`config.mk`:
```
export PLATFORM = sky130hd
export DESIGN_NAME = board_mem_arb_flat
export DESIGN_NICKNAME = d
export VERILOG_FILES = /design/src/rtl/board_pkg.sv /design/src/rtl/board_mem_arb_if.sv /design/src/rtl/rr_arbiter.sv /design/src/rtl/board_mem_arb.sv /design/src/flat_wrapper.sv
export SDC_FILE = /design/constraint.sdc
export NUM_CORES = 1
export LEC_CHECK = 0
export ABC_CLOCK_PERIOD_IN_PS = 7140
export BUFFER_PORTS_ARGS = -buffer_cell sky130_fd_sc_hd__buf_2
export CAP_MARGIN = 10
export CORE_ASPECT_RATIO = 0.5
export CORE_MARGIN = 8
export CORE_UTILIZATION = 47
export DETAILED_ROUTE_END_ITERATION = 10
export PLACE_DENSITY = 0.65
export SYNTH_ARGS = -nofsm -noshare
export SYNTH_HDL_FRONTEND = slang
export SYNTH_SLANG_ARGS = --single-unit
```
`constraint.sdc`:
```
create_clock -name clk -period 7.14 [get_ports clk]
set_input_delay 0.357 -clock clk [delete_from_list [all_inputs] [get_ports clk]]
set_output_delay 0.357 -clock clk [all_outputs]
set_load 0.1 [all_outputs]
```
`src/rtl/board_pkg.sv`:
```
// Shared constants, state encoding and start-board patterns for the game-board memory.
package board_pkg;

  localparam int ROWS_DEF   = 6;
  localparam int COLS_DEF   = 6;
  localparam int CELL_W_DEF = 2;
  localparam int NCELL_DEF  = ROWS_DEF * COLS_DEF;

  localparam int CELL_SUB = 0;
  localparam int CELL_HIT = 1;

  // Standard start boards; bit i is the submarine bit of cell i = x*COLS + y.
  localparam logic [NCELL_DEF-1:0] PAT_BOARD_0 = 36'h0_0000_0003;
  localparam logic [NCELL_DEF-1:0] PAT_BOARD_1 = 36'h8_0410_4001;
  localparam logic [NCELL_DEF-1:0] PAT_BOARD_2 = 36'h0_C003_0C00;
  localparam logic [NCELL_DEF-1:0] PAT_BOARD_3 = 36'h1_0020_0841;

  typedef enum logic [0:0] {
    READY = 1'b0,
    INIT  = 1'b1
  } state_e;

  function automatic int clog2_min1(input int v);
    return (v > 1) ? $clog2(v) : 1;
  endfunction

endpackage

```
`src/rtl/board_mem_arb_if.sv`:
```
// Request/grant and response bundle between the board memory and its requester ports.
interface board_mem_arb_if #(
  parameter int NPORTS = 2,
  parameter int XW     = 3,
  parameter int YW     = 3,
  parameter int CELL_W = 2,
  parameter int PW     = 1
);

  logic [NPORTS-1:0]        req;
  logic [NPORTS-1:0]        wr;
  logic [NPORTS*XW-1:0]     x;
  logic [NPORTS*YW-1:0]     y;
  logic [NPORTS*CELL_W-1:0] wdata;
  logic [NPORTS-1:0]        gnt;
  logic [CELL_W-1:0]        rdata;
  logic                     rvalid;
  logic [PW-1:0]            rport;
  logic                     err;

  modport master (
    output req, wr, x, y, wdata,
    input  gnt, rdata, rvalid, rport, err
  );

  modport slave (
    input  req, wr, x, y, wdata,
    output gnt, rdata, rvalid, rport, err
  );

endinterface

```
`src/rtl/rr_arbiter.sv`:
```
// Round-robin arbiter: search starts at the rotating pointer, which moves past the winner on advance.
module rr_arbiter
  import board_pkg::*;
#(
  parameter  int N  = 2,
  localparam int PW = clog2_min1(N)
) (
  input  logic          clk,
  input  logic          rstn,
  input  logic [N-1:0]  req,
  input  logic          advance,
  output logic [N-1:0]  grant,
  output logic [PW-1:0] grant_idx
);

  logic [PW-1:0] ptr_q;
  logic [PW-1:0] ptr_d;
  logic          found_s;
  int            pos_s;

  always_comb begin
    grant     = {N{1'b0}};
    grant_idx = {PW{1'b0}};
    found_s   = 1'b0;
    pos_s     = 0;
    for (int i = 0; i < N; i++) begin
      pos_s = int'(ptr_q) + i;
      pos_s = (pos_s >= N) ? (pos_s - N) : pos_s;
      if (!found_s && req[pos_s]) begin
        found_s        = 1'b1;
        grant[pos_s]   = 1'b1;
        grant_idx      = PW'(pos_s);
      end else begin
        found_s        = found_s;
      end
    end
  end

  assign ptr_d = (grant_idx == PW'(N - 1)) ? {PW{1'b0}} : (grant_idx + PW'(1));

  always_ff @(posedge clk or negedge rstn) begin
    if (!rstn) begin
      ptr_q <= {PW{1'b0}};
    end else if (advance) begin
      ptr_q <= ptr_d;
    end else begin
      ptr_q <= ptr_q;
    end
  end

endmodule

```
`src/rtl/board_mem_arb.sv`:
```
// Game-board cell store with round-robin port access, pattern-load FSM and a running submarine count.
module board_mem_arb
  import board_pkg::*;
#(
  parameter int ROWS   = ROWS_DEF,
  parameter int COLS   = COLS_DEF,
  parameter int CELL_W = CELL_W_DEF,
  parameter int NPORTS = 2
) (
  input  logic                             clk,
  input  logic                             rstn,
  board_mem_arb_if.slave                   bus,
  input  logic                             init_start,
  input  logic [ROWS*COLS-1:0]             init_pattern,
  output logic                             busy,
  output logic [$clog2(ROWS*COLS+1)-1:0]   sub_count,
  output logic                             empty
);

  localparam int NCELL = ROWS * COLS;
  localparam int XW    = clog2_min1(ROWS);
  localparam int YW    = clog2_min1(COLS);
  localparam int CW    = $clog2(NCELL + 1);
  localparam int PW    = clog2_min1(NPORTS);
  localparam int IW    = clog2_min1(NCELL);

  state_e            state_q;
  state_e            state_d;
  logic [CELL_W-1:0] mem_q [NCELL];
  logic [NCELL-1:0]  pattern_q;
  logic [IW-1:0]     cnt_q;
  logic [CW-1:0]     sub_count_q;
  logic              rvalid_q;
  logic [CELL_W-1:0] rdata_q;
  logic [PW-1:0]     rport_q;
  logic              err_q;

  logic              arb_en_s;
  logic [NPORTS-1:0] req_s;
  logic [NPORTS-1:0] gnt_s;
  logic [PW-1:0]     gidx_s;
  logic              acc_s;
  logic [XW-1:0]     x_s;
  logic [YW-1:0]     y_s;
  logic              wr_s;
  logic [CELL_W-1:0] wdata_s;
  logic              oor_s;
  logic [IW-1:0]     idx_s;
  logic [CELL_W-1:0] old_s;

  // Init has priority: no grant in INIT nor on the cycle that starts a load.
  assign arb_en_s = (state_q == READY) && !init_start;
  assign req_s    = bus.req & {NPORTS{arb_en_s}};
  assign acc_s    = |gnt_s;
  assign bus.gnt  = gnt_s;

  rr_arbiter #(.N(NPORTS)) u_arb (
    .clk       (clk),
    .rstn      (rstn),
    .req       (req_s),
    .advance   (acc_s),
    .grant     (gnt_s),
    .grant_idx (gidx_s)
  );

  assign x_s     = bus.x[int'(gidx_s) * XW +: XW];
  assign y_s     = bus.y[int'(gidx_s) * YW +: YW];
  assign wdata_s = bus.wdata[int'(gidx_s) * CELL_W +: CELL_W];
  assign wr_s    = bus.wr[gidx_s];
  assign oor_s   = (32'(x_s) >= 32'(ROWS)) || (32'(y_s) >= 32'(COLS));
  assign idx_s   = IW'(x_s) * IW'(COLS) + IW'(y_s);
  assign old_s   = mem_q[idx_s];

  // FSM state register.
  always_ff @(posedge clk or negedge rstn) begin
    if (!rstn) begin
      state_q <= READY;
    end else begin
      state_q <= state_d;
    end
  end

  // FSM next-state logic.
  always_comb begin
    state_d = state_q;
    case (state_q)
      READY:   state_d = init_start ? INIT : READY;
      INIT:    state_d = (cnt_q == IW'(NCELL - 1)) ? READY : INIT;
      default: state_d = READY;
    endcase
  end

  // FSM outputs.
  always_comb begin
    busy = 1'b0;
    case (state_q)
      READY:   busy = 1'b0;
      INIT:    busy = 1'b1;
      default: busy = 1'b0;
    endcase
  end

  // Board contents, load sequencing and the running submarine count.
  always_ff @(posedge clk or negedge rstn) begin
    if (!rstn) begin
      for (int i = 0; i < NCELL; i++) begin
        mem_q[i] <= {CELL_W{1'b0}};
      end
      pattern_q   <= {NCELL{1'b0}};
      cnt_q       <= {IW{1'b0}};
      sub_count_q <= {CW{1'b0}};
    end else begin
      case (state_q)
        READY: begin
          if (init_start) begin
            pattern_q   <= init_pattern;
            cnt_q       <= {IW{1'b0}};
            sub_count_q <= {CW{1'b0}};
          end else if (acc_s && !oor_s && wr_s) begin
            mem_q[idx_s] <= wdata_s;
            sub_count_q  <= sub_count_q + CW'(wdata_s[CELL_SUB]) - CW'(old_s[CELL_SUB]);
          end else begin
            sub_count_q  <= sub_count_q;
          end
        end
        INIT: begin
          mem_q[cnt_q] <= CELL_W'(pattern_q[cnt_q]);
          sub_count_q  <= sub_count_q + CW'(pattern_q[cnt_q]);
          cnt_q        <= cnt_q + IW'(1);
        end
        default: begin
          cnt_q <= {IW{1'b0}};
        end
      endcase
    end
  end

  // Response of the accepted access, one cycle after the accepting edge.
  always_ff @(posedge clk or negedge rstn) begin
    if (!rstn) begin
      rvalid_q <= 1'b0;
      rdata_q  <= {CELL_W{1'b0}};
      rport_q  <= {PW{1'b0}};
      err_q    <= 1'b0;
    end else if (acc_s) begin
      rvalid_q <= 1'b1;
      rport_q  <= gidx_s;
      if (oor_s) begin
        rdata_q <= {CELL_W{1'b0}};
        err_q   <= 1'b1;
      end else begin
        rdata_q <= old_s;
        err_q   <= 1'b0;
      end
    end else begin
      rvalid_q <= 1'b0;
    end
  end

  assign bus.rvalid = rvalid_q;
  assign bus.rdata  = rdata_q;
  assign bus.rport  = rport_q;
  assign bus.err    = err_q;
  assign sub_count  = sub_count_q;
  assign empty      = (sub_count_q == CW'(0)) && !busy;

endmodule

```
`src/flat_wrapper.sv`:
```
// flat-port wrapper written by rule: the top's interface ports become plain ports
module board_mem_arb_flat import board_pkg::*;
#(
  parameter int ROWS   = ROWS_DEF,
  parameter int COLS   = COLS_DEF,
  parameter int CELL_W = CELL_W_DEF,
  parameter int NPORTS = 2
)
  (clk, rstn, init_start, init_pattern, busy, sub_count, empty, bus_req, bus_wr, bus_x, bus_y, bus_wdata, bus_gnt, bus_rdata, bus_rvalid, bus_rport, bus_err);
  board_mem_arb_if #(.NPORTS(NPORTS), .CELL_W(CELL_W)) bus_i ();
  input  logic clk;
  input  logic rstn;
  input  logic init_start;
  input  logic [ROWS*COLS-1:0] init_pattern;
  output logic busy;
  output logic [$clog2(ROWS*COLS+1)-1:0] sub_count;
  output logic empty;
  input wire logic [$bits(bus_i.req)-1:0] bus_req;
  input wire logic [$bits(bus_i.wr)-1:0] bus_wr;
  input wire logic [$bits(bus_i.x)-1:0] bus_x;
  input wire logic [$bits(bus_i.y)-1:0] bus_y;
  input wire logic [$bits(bus_i.wdata)-1:0] bus_wdata;
  output wire logic [$bits(bus_i.gnt)-1:0] bus_gnt;
  output wire logic [$bits(bus_i.rdata)-1:0] bus_rdata;
  output wire logic [$bits(bus_i.rvalid)-1:0] bus_rvalid;
  output wire logic [$bits(bus_i.rport)-1:0] bus_rport;
  output wire logic [$bits(bus_i.err)-1:0] bus_err;
  assign bus_i.req = bus_req;
  assign bus_i.wr = bus_wr;
  assign bus_i.x = bus_x;
  assign bus_i.y = bus_y;
  assign bus_i.wdata = bus_wdata;
  assign bus_gnt = bus_i.gnt;
  assign bus_rdata = bus_i.rdata;
  assign bus_rvalid = bus_i.rvalid;
  assign bus_rport = bus_i.rport;
  assign bus_err = bus_i.err;
  board_mem_arb #(.ROWS(ROWS), .COLS(COLS), .CELL_W(CELL_W), .NPORTS(NPORTS)) u_core (.clk(clk), .rstn(rstn), .bus(bus_i), .init_start(init_start), .init_pattern(init_pattern), .busy(busy), .sub_count(sub_count), .empty(empty));
endmodule
```
==> qor.yml, run 1 <==
finalClockSkew_ps: 12.4
p_leak_nw: 3.90
cts-resized-gates: 0
wirelength_um: 26900
routed_via_density: 6.45
clk_path_buf_depth: 2
setup_viol: 0
crit_arrival_ps: 6330
remaining_drc_errors: 0
insertion_delay_ps: 440
rsz0062_at_grt: "no"
async_flop_share_pct: 100
seq_area_frac_synth_pct: 39.1
cellPowerDensity_nw_per_um2: 419
cap_violations: 0
grt_max_degree: 74
die_h_um: 109
gp_congestion: 0.966
nets: 976
yosysUniqueCellTypes: 84
cp-start-kind: "flop"
hold_slack_ps: 74.3
syn_area_per_cell_sq_um: 9.64
num_vias: 7364
fin_crit_ps: 5970
p_int_mw: 2.16
dr.pass1.iters: 6
path_max_fanout: 17
cts_hold_buf: 0
h-tree-depth: 4
netlist_instances: 843
die-area_sq_um: 22000
pwr-share-seq_pct: 31.9
ios: 74
cts_tree: "built"
fmax_mhz: 168
cts.sinks: 127
yosysWarnings: 0
pwr-share-comb_pct: 45.2
slew_violations: 0
path_clk_slew_ps: 70
p_sw_mw: 1.72
io_buffers: 73
layout_common_cells: "dfrtp_1, nand2_1, buf_2"
cts_setup_buffers: 0
grtUsageTotal_pct: 24.6
post_drt_wl_per_cell_um: 23.6
endpoint_kind: "flop"
power_mw: 3.87
antenna_left: 0
cp.required_ps: 7500
drt_first_iter_violations: 812
synth_edf_count: 0
clock_power_share_pct: 22.9
fillers: 1553
post-route-period-util_pct: 83.6
criticalPathCategory: "flop to flop"
numCtsBuffers: 17
final_cell_area_sq_um: 9240
min_path_type: "input pin to async pin"
layout_commonest_cell: "dfrtp_1"
ir_worst_vdd_mv: 0.230
die_w_um: 202
area_delta_synth_final_pct: 13.6
setup-tns-final_ps: 0
finalHoldViolations: 0
cts_root_buffer: "clkbuf_16"
tightest_slew_ps: 999
utilization_pct: 53.9
status: "completed"
synth_seq_cells: 127
syn_nets: 925
placed_cell_area_sq_um: 8650
rows: 34
grt_pass1_wl_um: 42100
layout-drive-gt1-share_pct: 22.6
coreArea_sq_um: 17100
grt_pass1_vias: 7258
initial_utilization_pct: 47.4
synth_flop_cell: "dfrtp_1"
grt_overflow_total: 0
grt_antenna_before_repair: 0
netlist_area_sq_um: 8130
n_antenna_cell: 0
switching_share_pct: 44.3
maxSlewHeadroom_pct: 32.7
hpwl_um: 19100
Yosys cell counts, drive strengths merged, types with 9 or more instances:
cell type	instances	area, sq um
dfrtp	127	3180
nand2	114	428
mux2	51	574
nor2	50	195
o21ai	43	219
nand3	36	185
clkbuf	30	113
a21oi	29	160
inv	27	101
mux2i	24	240
o211ai	22	165
buf	21	116
ha	20	250
nor3	19	111
and2	13	81.3
mux4	13	293
a31o	11	96.3
nand2b	11	68.8
o221ai	11	96.3
o22ai	11	75.1
a211oi	10	75.1
nor2b	10	62.6
xnor2	9	78.8
registers in the layout (all words and copies together), names as in the netlist:
register            flops
u_core.bus.rport        1
u_core.cnt_q            6
u_core.bus.rvalid       1
u_core.u_arb.ptr_q      1
u_core.state_q          1
u_core.mem_q           72
u_core.bus.err          1
u_core.pattern_q       36
u_core.sub_count        6
u_core.bus.rdata        2
path summary, 6_finish.rpt:
kind | startpoint | to | slack [ps] | depth (start not counted)
worst min register to register | u_core.bus.rport | u_core.bus.rport | 480 | 2
min in group clk | init_pattern[13] | u_core.pattern_q[13] | 150 | 2
worst max register to register | u_core.u_arb.ptr_q | u_core.sub_count[5] | 1170 | 24
worst max-delay path | u_core.u_arb.ptr_q | u_core.sub_count[5] | 1170 | 24
worst min-delay path | rstn | u_core.sub_count[1] | 70 | 1
max in group asynchronous | rstn | u_core.mem_q[40] | 5740 | 2
stage by stage:
| step | setup slack [ps] | cells |
|---|---|---|
| 2_1_floorplan | 1280 | 843 |
| 3_3_place_gp | 1410 | 1109 |
| 3_5_place_dp | 1220 | 1109 |
| 4_1_cts | 1260 | 1141 |
| 5_1_grt | 663 | 1141 |
| 6_report | 1170 | 1141 |
critical path, stage by stage, from the launching register on:
cell,delay (ps)
dfrtp_1,410
nand2b_1,270
nand3_2,220
inv_2,150
nand2_1,100
nand2_1,110
ha_1,320
inv_1,60
fa_1,1030
nor3_1,170
a211oi_1,250
a21oi_1,70
a221oi_1,380
o32ai_1,210
a2111oi_4,470
ha_1,240
inv_1,70
ha_1,280
a21o_1,160
a21oi_1,230
o21bai_1,110
a21oi_1,200
xor2_1,170
a21oi_1,80
o21ai_0,150
logic make-up (layout without fill, tap and decap cells):
group	count (synthesis)	after routing	synth area share, %
xor+xnor	11	11	1.19
simple gates	287	287	16.8
mux	88	88	13.6
compound gates	229	229	21.5
fa+ha+maj	23	23	3.82
flops	127	127	39.1
buf+inv	78	142	4.06
power groups by stage:
stage          logic (mW)  registers [mW]  clock network [mW]
2_1_floorplan        1.18            1.30                   0
3_3_place_gp         1.68            1.23                   0
3_5_place_dp         1.71            1.24                   0
4_1_cts              1.72            1.23               0.892
5_1_grt              1.89            1.27               0.921
6_report             1.75            1.24               0.886
per-layer routing:
metal,global-route usage (%),vias to the layer above,part of all wire [%]
met2,36.1,427,43
met4,9.54,0,2.6
met1,33.4,3609,43
met3,8.39,64,12
met5,0,-,0
li1,-,3264,-
cell type report:
type	instances	area, sq um	share of cell area [%]
Tap cell	234	293	3.17
Timing Repair Buffer	83	443	4.80
Clock buffer	18	439	4.76
Sequential cell	127	3180	34.4
Clock inverter	14	149	1.61
Inverter	27	101	1.10
Multi-Input combinational cell	638	4630	50.2
(Power assumes the default switching activity.)
==> inputs of run 2 (changes only) <==
- ABC_CLOCK_PERIOD_IN_PS: 7140 -> 6120
- clock period: 7.14 -> 6.12 ns (I/O delays scaled with it)
==> run 2 against run 1 <==
Clock skew fell by 2.1 ps. Sequential cell count did not move. Clock power rose by 9.8%. Design area fell by 0.18%. Combinational power rose by 17%. Die area did not move. Largest cell class unchanged. Routed wire length rose by 1.5%. Largest power group unchanged.
==> qor.yml, run 2 (synthesis results as in run 1) <==
status: "completed"  # unchanged
die_w_um: 202  # unchanged
io_buffers: 73  # unchanged
h-tree-depth: 4  # unchanged
grt_antenna_before_repair: 1  # was 0
endpoint_kind: "flop"  # unchanged
power_mw: 4.47  # was 3.87 mW
p_leak_nw: 3.88  # was 3.90 nW
remaining_drc_errors: 0  # unchanged
ios: 74  # unchanged
maxSlewHeadroom_pct: 28.8  # was 32.7%
finalClockSkew_ps: 10.3  # was 12.4 ps
coreArea_sq_um: 17100  # unchanged
fin_crit_ps: 5650  # was 5970 ps
area_delta_synth_final_pct: 13.4  # was 13.6%
post-route-period-util_pct: 92.3  # was 83.6%
path_clk_slew_ps: 70  # about the same
dp_slack_ps: 425  # was 1220 ps
clk_path_buf_depth: 2  # unchanged
cp-start-kind: "flop"  # unchanged
top_layer_used: "met5"  # was met4
finalNonFillerCells: 1143  # was 1141
grt_overflow_total: 0  # unchanged
crit_arrival_ps: 5960  # was 6330 ps
cellPowerDensity_nw_per_um2: 484  # was 419 nW/um^2
cap_violations: 0  # unchanged
setup-tns-final_ps: 0  # unchanged
layout_common_cells: "dfrtp_1, nand2_1, buf_2"  # unchanged
setup_viol: 0  # unchanged
insertion_delay_ps: 430  # was 440 ps
cts_tree: "built"  # unchanged
rsz0062_at_grt: "no"  # unchanged
grt_pass1_wl_um: 42300  # was 42100 um
cts_root_buffer: "clkbuf_16"  # unchanged
path_max_fanout: 9  # was 17
top_register: "u_core.mem_q"  # unchanged
cts.sinks: 127  # unchanged
wl_met3_um: 3380  # was 3120 um
fillers: 1563  # was 1553
finalHoldViolations: 0  # unchanged
num_vias: 7401  # was 7364
post_drt_wl_per_cell_um: 23.9  # was 23.6 um
slew_violations: 0  # unchanged
die-area_sq_um: 22000  # unchanged
dr_wl_met2_um: 10800  # was 11500 um
wl_met1_um: 12200  # was 11600 um
utilization_pct: 53.8  # was 53.9%
fin_ws_ps: 474  # was 1170 ps
grt_max_degree: 82  # was 74
grt_pass1_vias: 7246  # was 7258
tightest_slew_ps: 1060  # was 999 ps
wirelength_um: 27300  # was 26900 um
top_regs: "u_core.mem_q x72, u_core.pattern_q x36"  # unchanged
largest_reg_flops: 72  # unchanged
routed_via_density: 6.48  # was 6.45
layout_commonest_cell: "dfrtp_1"  # unchanged
ff2ff_setup_slack_ps: 470  # was 1170 ps
layout-drive-gt1-share_pct: 22.8  # was 22.6%
numCtsBuffers: 17  # unchanged
cts_setup_buffers: 0  # unchanged
gp_congestion: 1.00  # was 0.966
min_path_type: "input pin to async pin"  # unchanged
n_antenna_cell: 0  # unchanged
initial_utilization_pct: 47.4  # unchanged
antenna_left: 0  # unchanged
dp.cells: 1111  # was 1109
rows: 34  # unchanged
grtUsageTotal_pct: 24.9  # was 24.6%
fmax_mhz: 177  # was 168 MHz
nets: 978  # was 976
criticalPathCategory: "flop to flop"  # unchanged
dr.pass1.iters: 6  # unchanged
cp.required_ps: 6440  # was 7500 ps
drt_first_iter_violations: 830  # was 812
hpwl_um: 19800  # was 19100 um
die_h_um: 109  # unchanged
ir_worst_vdd_mv: 0.311  # was 0.230 mV
[run 2: cell types whose count changed in the layout (fill, tap and decap cells not counted), sizes merged]
cell	change
buf	+2
bufinv	-1
clkbuf	+1
clkinv	+1
clkinvlp	+2
inv	-3
[run 2: worst max-delay path, cell delays in order, from the launching register on]
cell,delay (ps)
dfrtp_1,400
nand2b_1,260
nand3_2,210
inv_2,260
nand2_1,80
nand2_1,140
ha_1,220
inv_1,60
fa_1,410
nand2b_1,210
a2111o_4,520
and3_1,220
o22a_1,290
and3_1,220
a2111oi_4,430
ha_1,180
inv_1,40
ha_1,210
fa_1,410
a21oi_1,150
nor2_1,60
nor2_1,110
xnor2_1,70
nand2_1,60
o21ai_0,70
a22o_1,240
[run 2: layout make-up]
cell class | count | area [sq um] | area share, %
timing repair buffer | 85 | 458 | 4.97
inverter | 27 | 101 | 1.10
clock inverter | 13 | 108 | 1.17
clock buffer | 19 | 443 | 4.80
multi-input combinational | 638 | 4640 | 50.3
tap | 234 | 293 | 3.18
sequential | 127 | 3180 | 34.5
[run 2: path summary, 6_finish.rpt]
path	start	end	cells past startpoint
worst min-delay path	rstn	u_core.sub_count[5]	1
max in group asynchronous	rstn	u_core.mem_q[41]	2
min in group clk	init_pattern[0]	u_core.pattern_q[0]	2
worst max register to register	u_core.u_arb.ptr_q	u_core.sub_count[4]	25
worst max-delay path	u_core.u_arb.ptr_q	u_core.sub_count[4]	25
worst min register to register	u_core.bus.rport	u_core.bus.rport	2
[run 2: power breakdown]
group	switching, mW	total, mW	internal, mW
clock	0.437	0.973	0.536
sequential	0.302	1.46	1.15
combinational	1.26	2.04	0.779
total	2.00	4.47	2.47
[run 2: timing repair]
action	in CTS	in global routing
hold buffers	0	0
resized for setup	0	1
endpoints found under the setup margin	0	1
endpoints found under the hold margin	0	0
[run 2: per-layer routing]
| layer | vias to the layer above | track usage [%] |
|---|---|---|
| met1 | 3613 | 34.1 |
| met2 | 428 | 34.4 |
| met5 | - | 0 |
| met4 | 2 | 9.28 |
| li1 | 3271 | - |
| met3 | 87 | 10.9 |
[run 2: through the flow]
step	hold slack [ps]	cell area, sq um
final	75.2	9220
after global routing	94.7	9220
after CTS	94.9	9210
after detailed placement	466	8660
after global placement	466	8660
after floorplan	10.4	8130
